==> src/rtl/lcd_sink_if.sv <==
// Parallel character-LCD bus between lcd_unit (master) and lcd_sink (slave).
// LCD_READBACK_EN adds the lcd_rdata return path for RW=1 strobes.
interface lcd_sink_if;
    logic [7:0] lcd_data;
    logic [1:0] lcd_ctrl;
    logic       lcd_enable;
`ifdef LCD_READBACK_EN
    logic [7:0] lcd_rdata;

    modport master (output lcd_data, output lcd_ctrl, output lcd_enable, input lcd_rdata);
    modport slave  (input lcd_data, input lcd_ctrl, input lcd_enable, output lcd_rdata);
`else
    modport master (output lcd_data, output lcd_ctrl, output lcd_enable);
    modport slave  (input lcd_data, input lcd_ctrl, input lcd_enable);
`endif
endinterface

==> src/rtl/lcd_sink.sv <==
// HD44780-style responder: 2x16 DDRAM, cursor/display flags and busy timing.
// Optional LCD_READBACK_EN enables RW=1 status and data reads over the bus.
module lcd_sink #(
    parameter int OP_CYCLES   = 37,
    parameter int HOME_CYCLES = 1520,
    parameter int CNT_W       = 16
) (
    input  logic       clk,
    input  logic       rst_n,
    lcd_sink_if.slave  bus,
    input  logic [4:0] rd_addr,
    output logic [7:0] rd_data,
    output logic [4:0] cursor,
    output logic       display_on,
    output logic       cursor_on,
    output logic       busy,
    output logic       overrun,
    output logic [1:0] state_dbg
);
    typedef enum logic [1:0] {S_IDLE = 2'd0, S_FILL = 2'd1, S_WAIT = 2'd2} state_t;

    state_t     state, state_n;
    logic [CNT_W-1:0] cnt, cnt_n;
    logic [4:0] fill_idx, fill_idx_n;
    logic       fill_wait, fill_wait_n;
    logic [4:0] cursor_n, step;
    logic       inc, inc_n;
    logic       display_on_n, cursor_on_n, overrun_n;
    logic       en_q;
    logic [7:0] data_q;
    logic [1:0] ctrl_q;
    logic       fall, rs, rw;
    logic       we;
    logic [4:0] waddr;
    logic [7:0] wdata;
    logic [7:0] ddram [32];

    assign busy      = (state != S_IDLE);
    assign state_dbg = state;
    assign fall      = en_q && !bus.lcd_enable;
    assign rs        = ctrl_q[0];
    assign rw        = ctrl_q[1];
    assign step      = inc ? cursor + 5'd1 : cursor - 5'd1;

    always_comb begin
        state_n      = state;
        cnt_n        = cnt;
        fill_idx_n   = fill_idx;
        fill_wait_n  = fill_wait;
        cursor_n     = cursor;
        inc_n        = inc;
        display_on_n = display_on;
        cursor_on_n  = cursor_on;
        overrun_n    = overrun;
        we           = 1'b0;
        waddr        = cursor;
        wdata        = data_q;

        case (state)
            S_FILL: begin
                we         = 1'b1;
                waddr      = fill_idx;
                wdata      = 8'h20;
                fill_idx_n = fill_idx + 5'd1;
                if (fill_idx == 5'd31) begin
                    fill_wait_n = 1'b0;
                    if (fill_wait) begin
                        state_n = S_WAIT;
                        cnt_n   = CNT_W'(HOME_CYCLES);
                    end else begin
                        state_n = S_IDLE;
                    end
                end
            end
            S_WAIT: begin
                if (cnt == CNT_W'(1)) state_n = S_IDLE;
                else                  cnt_n   = cnt - CNT_W'(1);
            end
            default: ;
        endcase

        // Accepted strobes only happen in IDLE, so they never collide with the fill writes.
        if (fall) begin
            if (!rw) begin
                if (busy) begin
                    overrun_n = 1'b1;
                end else if (rs) begin
                    we       = 1'b1;
                    cursor_n = step;
                    state_n  = S_WAIT;
                    cnt_n    = CNT_W'(OP_CYCLES);
                end else begin
                    state_n = S_WAIT;
                    cnt_n   = CNT_W'(OP_CYCLES);
                    casez (data_q)
                        8'b1???????: cursor_n = {data_q[6], data_q[3:0]};
                        8'b01??????, 8'b001?????: ;
                        8'b0001????: begin
                            if (!data_q[3]) cursor_n = data_q[2] ? cursor + 5'd1 : cursor - 5'd1;
                        end
                        8'b00001???: begin
                            display_on_n = data_q[2];
                            cursor_on_n  = data_q[1];
                        end
                        8'b000001??: inc_n = data_q[1];
                        8'b0000001?: begin
                            cursor_n = 5'd0;
                            cnt_n    = CNT_W'(HOME_CYCLES);
                        end
                        8'b00000001: begin
                            cursor_n    = 5'd0;
                            inc_n       = 1'b1;
                            state_n     = S_FILL;
                            fill_idx_n  = 5'd0;
                            fill_wait_n = 1'b1;
                        end
                        default: ;
                    endcase
                end
            end
`ifdef LCD_READBACK_EN
            else if (rs) begin
                if (busy) begin
                    overrun_n = 1'b1;
                end else begin
                    cursor_n = step;
                    state_n  = S_WAIT;
                    cnt_n    = CNT_W'(OP_CYCLES);
                end
            end
`endif
        end
    end

    always_ff @(posedge clk or negedge rst_n) begin
        if (!rst_n) begin
            state      <= S_FILL;
            cnt        <= '0;
            fill_idx   <= 5'd0;
            fill_wait  <= 1'b0;
            cursor     <= 5'd0;
            inc        <= 1'b1;
            display_on <= 1'b0;
            cursor_on  <= 1'b0;
            overrun    <= 1'b0;
            en_q       <= 1'b0;
            data_q     <= 8'h00;
            ctrl_q     <= 2'b00;
            rd_data    <= 8'h00;
        end else begin
            state      <= state_n;
            cnt        <= cnt_n;
            fill_idx   <= fill_idx_n;
            fill_wait  <= fill_wait_n;
            cursor     <= cursor_n;
            inc        <= inc_n;
            display_on <= display_on_n;
            cursor_on  <= cursor_on_n;
            overrun    <= overrun_n;
            en_q       <= bus.lcd_enable;
            rd_data    <= ddram[rd_addr];
            if (bus.lcd_enable) begin
                data_q <= bus.lcd_data;
                ctrl_q <= bus.lcd_ctrl;
            end
        end
    end

    always_ff @(posedge clk) begin
        if (we) ddram[waddr] <= wdata;
    end

`ifdef LCD_READBACK_EN
    always_comb begin
        bus.lcd_rdata = 8'h00;
        if (bus.lcd_enable && bus.lcd_ctrl[1]) begin
            if (!bus.lcd_ctrl[0]) bus.lcd_rdata = {busy, 2'b00, cursor};
            else if (!busy)       bus.lcd_rdata = ddram[cursor];
        end
    end
`endif
endmodule

==> src/flat_wrapper.sv <==
// flat-port wrapper written by rule: the top's interface ports become plain ports
module lcd_sink_flat 
#(
    parameter int OP_CYCLES   = 37,
    parameter int HOME_CYCLES = 1520,
    parameter int CNT_W       = 16
)
  (clk, rst_n, rd_addr, rd_data, cursor, display_on, cursor_on, busy, overrun, state_dbg, bus_lcd_data, bus_lcd_ctrl, bus_lcd_enable);
  lcd_sink_if bus_i ();
  input  logic clk;
  input  logic rst_n;
  input  logic [4:0] rd_addr;
  output logic [7:0] rd_data;
  output logic [4:0] cursor;
  output logic display_on;
  output logic cursor_on;
  output logic busy;
  output logic overrun;
  output logic [1:0] state_dbg;
  input wire logic [$bits(bus_i.lcd_data)-1:0] bus_lcd_data;
  input wire logic [$bits(bus_i.lcd_ctrl)-1:0] bus_lcd_ctrl;
  input wire logic [$bits(bus_i.lcd_enable)-1:0] bus_lcd_enable;
  assign bus_i.lcd_data = bus_lcd_data;
  assign bus_i.lcd_ctrl = bus_lcd_ctrl;
  assign bus_i.lcd_enable = bus_lcd_enable;
  lcd_sink #(.OP_CYCLES(OP_CYCLES), .HOME_CYCLES(HOME_CYCLES), .CNT_W(CNT_W)) u_core (.clk(clk), .rst_n(rst_n), .bus(bus_i), .rd_addr(rd_addr), .rd_data(rd_data), .cursor(cursor), .display_on(display_on), .cursor_on(cursor_on), .busy(busy), .overrun(overrun), .state_dbg(state_dbg));
endmodule
==> config.mk <==
export PLATFORM = sky130hd
export DESIGN_NAME = lcd_sink_flat
export DESIGN_NICKNAME = d
export VERILOG_FILES = /design/src/rtl/lcd_sink_if.sv /design/src/rtl/lcd_sink.sv /design/src/flat_wrapper.sv
export SDC_FILE = /design/constraint.sdc
export NUM_CORES = 1
export LEC_CHECK = 0
export BUFFER_PORTS_ARGS = -buffer_cell sky130_fd_sc_hd__buf_2
export CELL_PAD_IN_SITES_DETAIL_PLACEMENT = 1
export CELL_PAD_IN_SITES_GLOBAL_PLACEMENT = 1
export CORE_MARGIN = 2
export CORE_UTILIZATION = 48
export DETAILED_ROUTE_END_ITERATION = 10
export PLACE_DENSITY_LB_ADDON = 0.08
export SYNTH_ARGS = -nofsm -noshare
export SYNTH_HDL_FRONTEND = slang
export SYNTH_SLANG_ARGS = --single-unit
==> constraint.sdc <==
create_clock -name clk -period 2.43 [get_ports clk]
set_input_delay 0.243 -clock clk [delete_from_list [all_inputs] [get_ports clk]]
set_output_delay 0.243 -clock clk [all_outputs]
set_load 0.05 [all_outputs]
# After elaboration in Yosys (flattened, before gate mapping)
# Memories as Yosys holds them, arrays and structs flattened. A register that Yosys moved wholly into a read port is not among the register bits.
# Index checks and enable logic that the tools add are counted.
dict set report totals {
  ramBits 256
  n_memories 1
  input_bits 18
  out_inout_bits 19
  elab_cells 87
  regBits 44
}
# memory words width rd rd_ports_with_merged_regs write_ports line
set mem_list {}
lappend mem_list {u_core.ddram 32 8 1 1 1 lcd_sink.sv:36} ;# logic [7:0] ddram [32];
dict set report classes {
  reduce_logical 11
  addsub 4
  eq_ne 10
  bitwise_logic 3
  n_mux 46
}
# cell n
set op_table {}
lappend op_table {{2-to-1 mux 16 bit} 7}
lappend op_table {{2-to-1 mux 5 bit} 11}
lappend op_table {{one-hot mux 16 bit (2 select lines)} 1}
lappend op_table {{equality test 16 x 1 -> 1 bit, second input constant} 1}
lappend op_table {{2-to-1 mux 2 bit} 8}
lappend op_table {{subtractor 16 x 1 -> 16 bit, second input constant} 1}
lappend op_table {{one-hot mux 5 bit (3 select lines)} 1}
lappend op_table {{AND reduction 5 bit} 3}
lappend op_table {{2-to-1 mux 1 bit} 14}
lappend op_table {{2-to-1 mux 11 bit} 1}
lappend op_table {{adder 5 x 1 -> 5 bit, second input constant} 2}
lappend op_table {{equality test 8 x 1 -> 1 bit, second input constant} 1}
lappend op_table {{2-to-1 mux 8 bit} 1}
lappend op_table {{equality test 7 x 1 -> 1 bit, second input constant} 1}
lappend op_table {{equality test 6 x 1 -> 1 bit, second input constant} 1}
lappend op_table {{equality test 5 x 1 -> 1 bit, second input constant} 1}
lappend op_table {{equality test 5 bit, second input constant} 1}
lappend op_table {{subtractor 5 x 1 -> 5 bit, second input constant} 1}
lappend op_table {{equality test 4 x 1 -> 1 bit, second input constant} 1}
lappend op_table {{one-hot mux 2 bit (2 select lines)} 1}
lappend op_table {{nonzero test 2 bit} 2}
lappend op_table {{nonzero test 4 bit} 1}
lappend op_table {{inequality test 3 bit, second input constant} 1}
lappend op_table {{NOT 1 bit} 3}
lappend op_table {{7 further kinds} 8}

# Depth between registers and ports, before layout
dict set report depth {
  word_depth 8
  mapped_depth 9
  depth_no_buf 8
}

# Worst setup path before layout
# No wires, ideal clock.
dict set report synth_timing {
  kind {reg2reg}
  startpoint {reg u_core.state[1] (netlist: u_core.state_dbg[1])}
  endpoint {mem u_core.ddram[11][0], enable pin}
  path_stages_with_launch 9
  arrival_ps 2556
  required_time_ps 2060
  period_less_slack_ps 2926
  setup_ps 370
  path_slack_ps -496
  path_cell_list {dfrtp_1 > inv_1 > ha_1 > nor4bb_1 > nand2_1 > o31ai_1 > nand2b_1 > clkbuf_1 > nor2_1}
}
dict set report synth_via {
  elab_chain_cells 8
  elab_cells_between_ends 10
  classes_between {eq/ne (1); mux (8); reduce/logical (1)}
}
# element line
set synth_rtl {}
lappend synth_rtl {{from (decl)} lcd_sink.sv:22} ;# state_t state, state_n;
lappend synth_rtl {{from (signal assigned)} lcd_sink.sv:151} ;# state <= state_n;
lappend synth_rtl {{equality test 2 x 1 -> 1 bit} lcd_sink.sv:59} ;# case (state)
lappend synth_rtl {{2-to-1 mux 1 bit} lcd_sink.sv:59}
lappend synth_rtl {{2-to-1 mux 1 bit} lcd_sink.sv:87} ;# end else if (rs) begin
lappend synth_rtl {{2-to-1 mux 1 bit} lcd_sink.sv:85} ;# if (busy) begin
lappend synth_rtl {{2-to-1 mux 1 bit} lcd_sink.sv:84} ;# if (!rw) begin
lappend synth_rtl {{2-to-1 mux 1 bit} lcd_sink.sv:83} ;# if (fall) begin
lappend synth_rtl {{2-to-1 mux 1 bit} lcd_sink.sv:170} ;# if (we) ddram[waddr] <= wdata;
lappend synth_rtl {{2-to-1 mux 1 bit (not written as such)} lcd_sink.sv:170}
lappend synth_rtl {{to (decl)} lcd_sink.sv:36}
# Parallel ways exist; a longest one is shown, timed or not.

# Worst setup path after layout
dict set report layout_timing {
  startpoint {reg u_core.data_q[4]}
  endpoint {reg u_core.cursor[2]}
}
dict set report layout_via {
  elab_chain_cells 4
  elab_cells_between_ends 9
  classes_between {eq/ne (4); mux (2); reduce/logical (3)}
}
# element line
set layout_rtl {}
lappend layout_rtl {{from (decl)} lcd_sink.sv:30} ;# logic [7:0] data_q;
lappend layout_rtl {{from (signal assigned)} lcd_sink.sv:163} ;# data_q <= bus.lcd_data;
lappend layout_rtl {{equality test 8 x 1 -> 1 bit or equality test 7 x 1 -> 1 bit (tied branches)} lcd_sink.sv:95} ;# casez (data_q)
lappend layout_rtl {{OR reduction 2 bit (no source line)} -}
lappend layout_rtl {{nonzero test 4 bit (no source line) or one-hot mux 5 bit (3 select lines) (tied branches)} -}
lappend layout_rtl {{AND reduction 5 bit (no source line) or 2-to-1 mux 5 bit (tied branches)} -}
lappend layout_rtl {{to (signal assigned)} lcd_sink.sv:155} ;# cursor <= cursor_n;
lappend layout_rtl {{to (decl)} lcd_sink.sv:13} ;# output logic [4:0] cursor,
# Parallel ways exist; a longest one is shown, timed or not.
# A chain may end at the register's enable or synchronous reset.

==> impl_metrics.toml <==
[critical_path]
worst_setup_path_end_kind = "flop"
crit_chain = "or4_4 > or4_4 > a211o_4 > a2111oi_4 > a211oi_2"
critPathSlowestCell = "or4_4"
cp.required_ns = 2.86
crit_type = "flop to flop"
crit_family = "simple AND/OR/NAND/NOR gates"
crit_end = "u_core.cursor[2]"
worst_setup_path_start_kind = "flop"
worstRegToRegCells = 5
cpPeakStageDelay_ns = 0.55
path_depth = 5
crit_start = "u_core.data_q[4]"
r2r_setup_slack_ns = 0.06
crit_top_cell = "or4_4"
r2r_end = "u_core.cursor[2]"
arrival_ns = 2.80
r2r-start = "u_core.data_q[4]"
crit_fanout = 8
cp.buffers_inverters = 0

[timing]
setup_tns_ns = 0
max_freq_mhz = 422
finClkSkew_ns = 0.0160
slew_violations = 0
hold_viol = 0
period_minus_slack_ns = 2.37
tightestPinTransition_ns = 0.825
setup_viol = 0
fin_crit_sh = 0.976
slew_headroom = 0.450

[min_path]
min_path_type = "input pin to flop"

[synthesis]
synthCells = 825
ys_warn_count = 0
ys_seq_elements = 308
avgSynthCellArea_sq_um = 15.8
synth_flop_cell = "edfxtp_1"
netlist_area_sq_mm = 0.0130
async_flop_share = 0.169
synth_edf_count = 256
synth-seq-area-share = 0.691
synth.distinct_cells = 63
synthesis.nets = 852

[clock_tree]
h-tree-depth = 1
cts_root_buffer = "clkbuf_16"
clockBufferDepth = 3
clock-sinks = 308
clk_pin_slew_ns = 0.06
numCtsBuffers = 31
cts_tree = "done"
insertion_delay_ns = 0.57

[finish]
fin_util = 0.580
layout.nets = 959
nFillCells = 2474
diodes = 0
stdcell_area_sq_mm = 0.0155
area_growth_pct = 19.4
final_layout_size_suffix_gt1_frac = 0.279

[floorplanning]
coreArea_sq_mm = 0.0268
die_h_um = 169
initial_core_util = 0.486
num_rows = 60
boundaryPins = 37
die_area_sq_mm = 0.0285
die_width_um = 169

[detailed_routing]
wl_mm = 32.4
via_per_inst = 5.91
drtAntennaViolNets = 0
drt_iter0_drc = 526
wire_per_inst_um = 24.9
dr.pass1.iters = 5
route.detailed.drc = 0
via_count = 7665

[status]
status = "complete, no violations"

[grt]
grt_pass1_vias = 8227
grt_pass1_wl_mm = 49.8
antenna_found_initial = 0
grt_start_max_net_pins = 33
gr-usage-all-layers = 0.231
grt_overflow = 0

[power]
p_per_area_mw_per_mm2 = 750
total_power_uw = 11700
leakage_uw = 0.00549
peakVddDrop_mv = 0.435

[run]
maxCapViolations = 0

[placement]
place.detailed.hpwl_mm = 21.1
io_buffer_count = 36
placed_area_sq_mm = 0.0143
gp_congestion = 0.827
cell type report:
type / instances / area, sq um / area share
Sequential cell: 308 / 8990 / 0.579
Multi-Input combinational cell: 463 / 4080 / 0.262
Timing Repair Buffer: 115 / 916 / 0.0589
Clock buffer: 40 / 820 / 0.0527
Tap cell: 341 / 427 / 0.0274
Clock inverter: 17 / 259 / 0.0167
Inverter: 13 / 48.8 / 0.00314
cells by family after synthesis:
| logic type | synth area share |
|---|---|
| flops | 0.691 |
| compound gates | 0.0727 |
| mux | 0.134 |
| fa+ha+maj | 0.00865 |
| xor+xnor | 0.00673 |
| buf+inv | 0.0158 |
| simple gates | 0.0712 |
per-layer routing:
layer  vias to the layer above  wire (um)  GRT usage
met5                         -          0          0
met4                         0        541     0.0588
met3                        43       1080     0.0269
met2                       163      16900      0.410
met1                      3979      13800      0.306
li1                       3480          -          -
sequential cells by signal, summed over array words and instances, names as in the netlist:
signal             flops
u_core.ddram         256
u_core.cnt            16
u_core.data_q          8
u_core.rd_data         8
u_core.cursor          5
u_core.fill_idx        5
u_core.ctrl_q          2
u_core.state_dbg       2
u_core.cursor_on       1
u_core.display_on      1
u_core.en_q            1
u_core.fill_wait       1
u_core.inc             1
u_core.overrun         1
how the worst min path moves through the flow:
stage | startpoint | end | slack, ns | cells past startpoint
3_3_place_gp | rst_n | u_core.cnt[1] | 0.21 | 1
5_1_grt | bus_lcd_enable | u_core.en_q | 0.07 | 2
4_1_cts | bus_lcd_enable | u_core.en_q | 0.05 | 2
6_report | bus_lcd_enable | u_core.en_q | 0.07 | 2
3_5_place_dp | rst_n | u_core.cnt[2] | 0.22 | 1
2_1_floorplan | rst_n | u_core.cnt[0] | -0.05 | 0
power breakdown:
part           internal [uW]  switching, uW  total [uW]  leakage (uW)
registers               5830           24.5        5850       0.00289
clock network           3110           1970        5080      0.000528
logic                    244            484         727       0.00207
worst reg2reg max path, delay by kind of cell (launching register included):
family	cells	cell delay (ns)
AND/OR/NAND/NOR	2	1.07
AO/OA/AOI/OAI	3	0.79
flip-flops	1	0.38
placed cells by master (no fill, tap or decap), drive strengths merged, types with 10 or more instances in the layout:
cell	n
mux4	32
or4	11
dfrtp	50
nand2	41
nor2	61
nand3	11
dlygate4sd3	11
edfxtp	256
a22o	17
mux2	13
inv	14
o21ai	17
mux2i	88
a21oi	29
buf	104
o221ai	10
clkbuf	40
cell usage after synthesis (9+ instances only):
master / number / area, sq um
inv_1: 13 / 48.8
nor2_1: 61 / 229
mux2i_1: 88 / 881
nor2b_1: 9 / 56.3
o211ai_1: 9 / 67.6
edfxtp_1: 256 / 7690
mux4_2: 32 / 721
a22o_1: 17 / 149
o221ai_1: 10 / 87.6
nand2_1: 41 / 154
mux2_2: 13 / 146
or4_1: 9 / 67.6
dfrtp_1: 50 / 1250
o21ai_0: 17 / 85.1
ha_1: 9 / 113
nand3_1: 11 / 55.1
buf_1: 14 / 52.6
a221oi_1: 9 / 78.8
clkbuf_1: 25 / 93.8
a21oi_1: 29 / 145
through the flow:
stage          worst slack [ns]  hold slack [ns]  cells
2_1_floorplan          -0.00326          -0.0526    825
3_3_place_gp             0.0547            0.213   1227
3_5_place_dp           -0.00168            0.216   1227
4_1_cts                 -0.0449           0.0543   1295
5_1_grt                 -0.0311           0.0723   1297
6_report                 0.0589           0.0708   1297
timing repair:
item	CTS	global route
endpoints found under the hold margin	27	0
pin swaps	1	10
hold buffers	11	0
endpoints found under the setup margin	37	261
cloned	0	0
setup buffers	0	2
gates resized for setup	1	15
No activity file was read; power rests on OpenSTA's default activity.
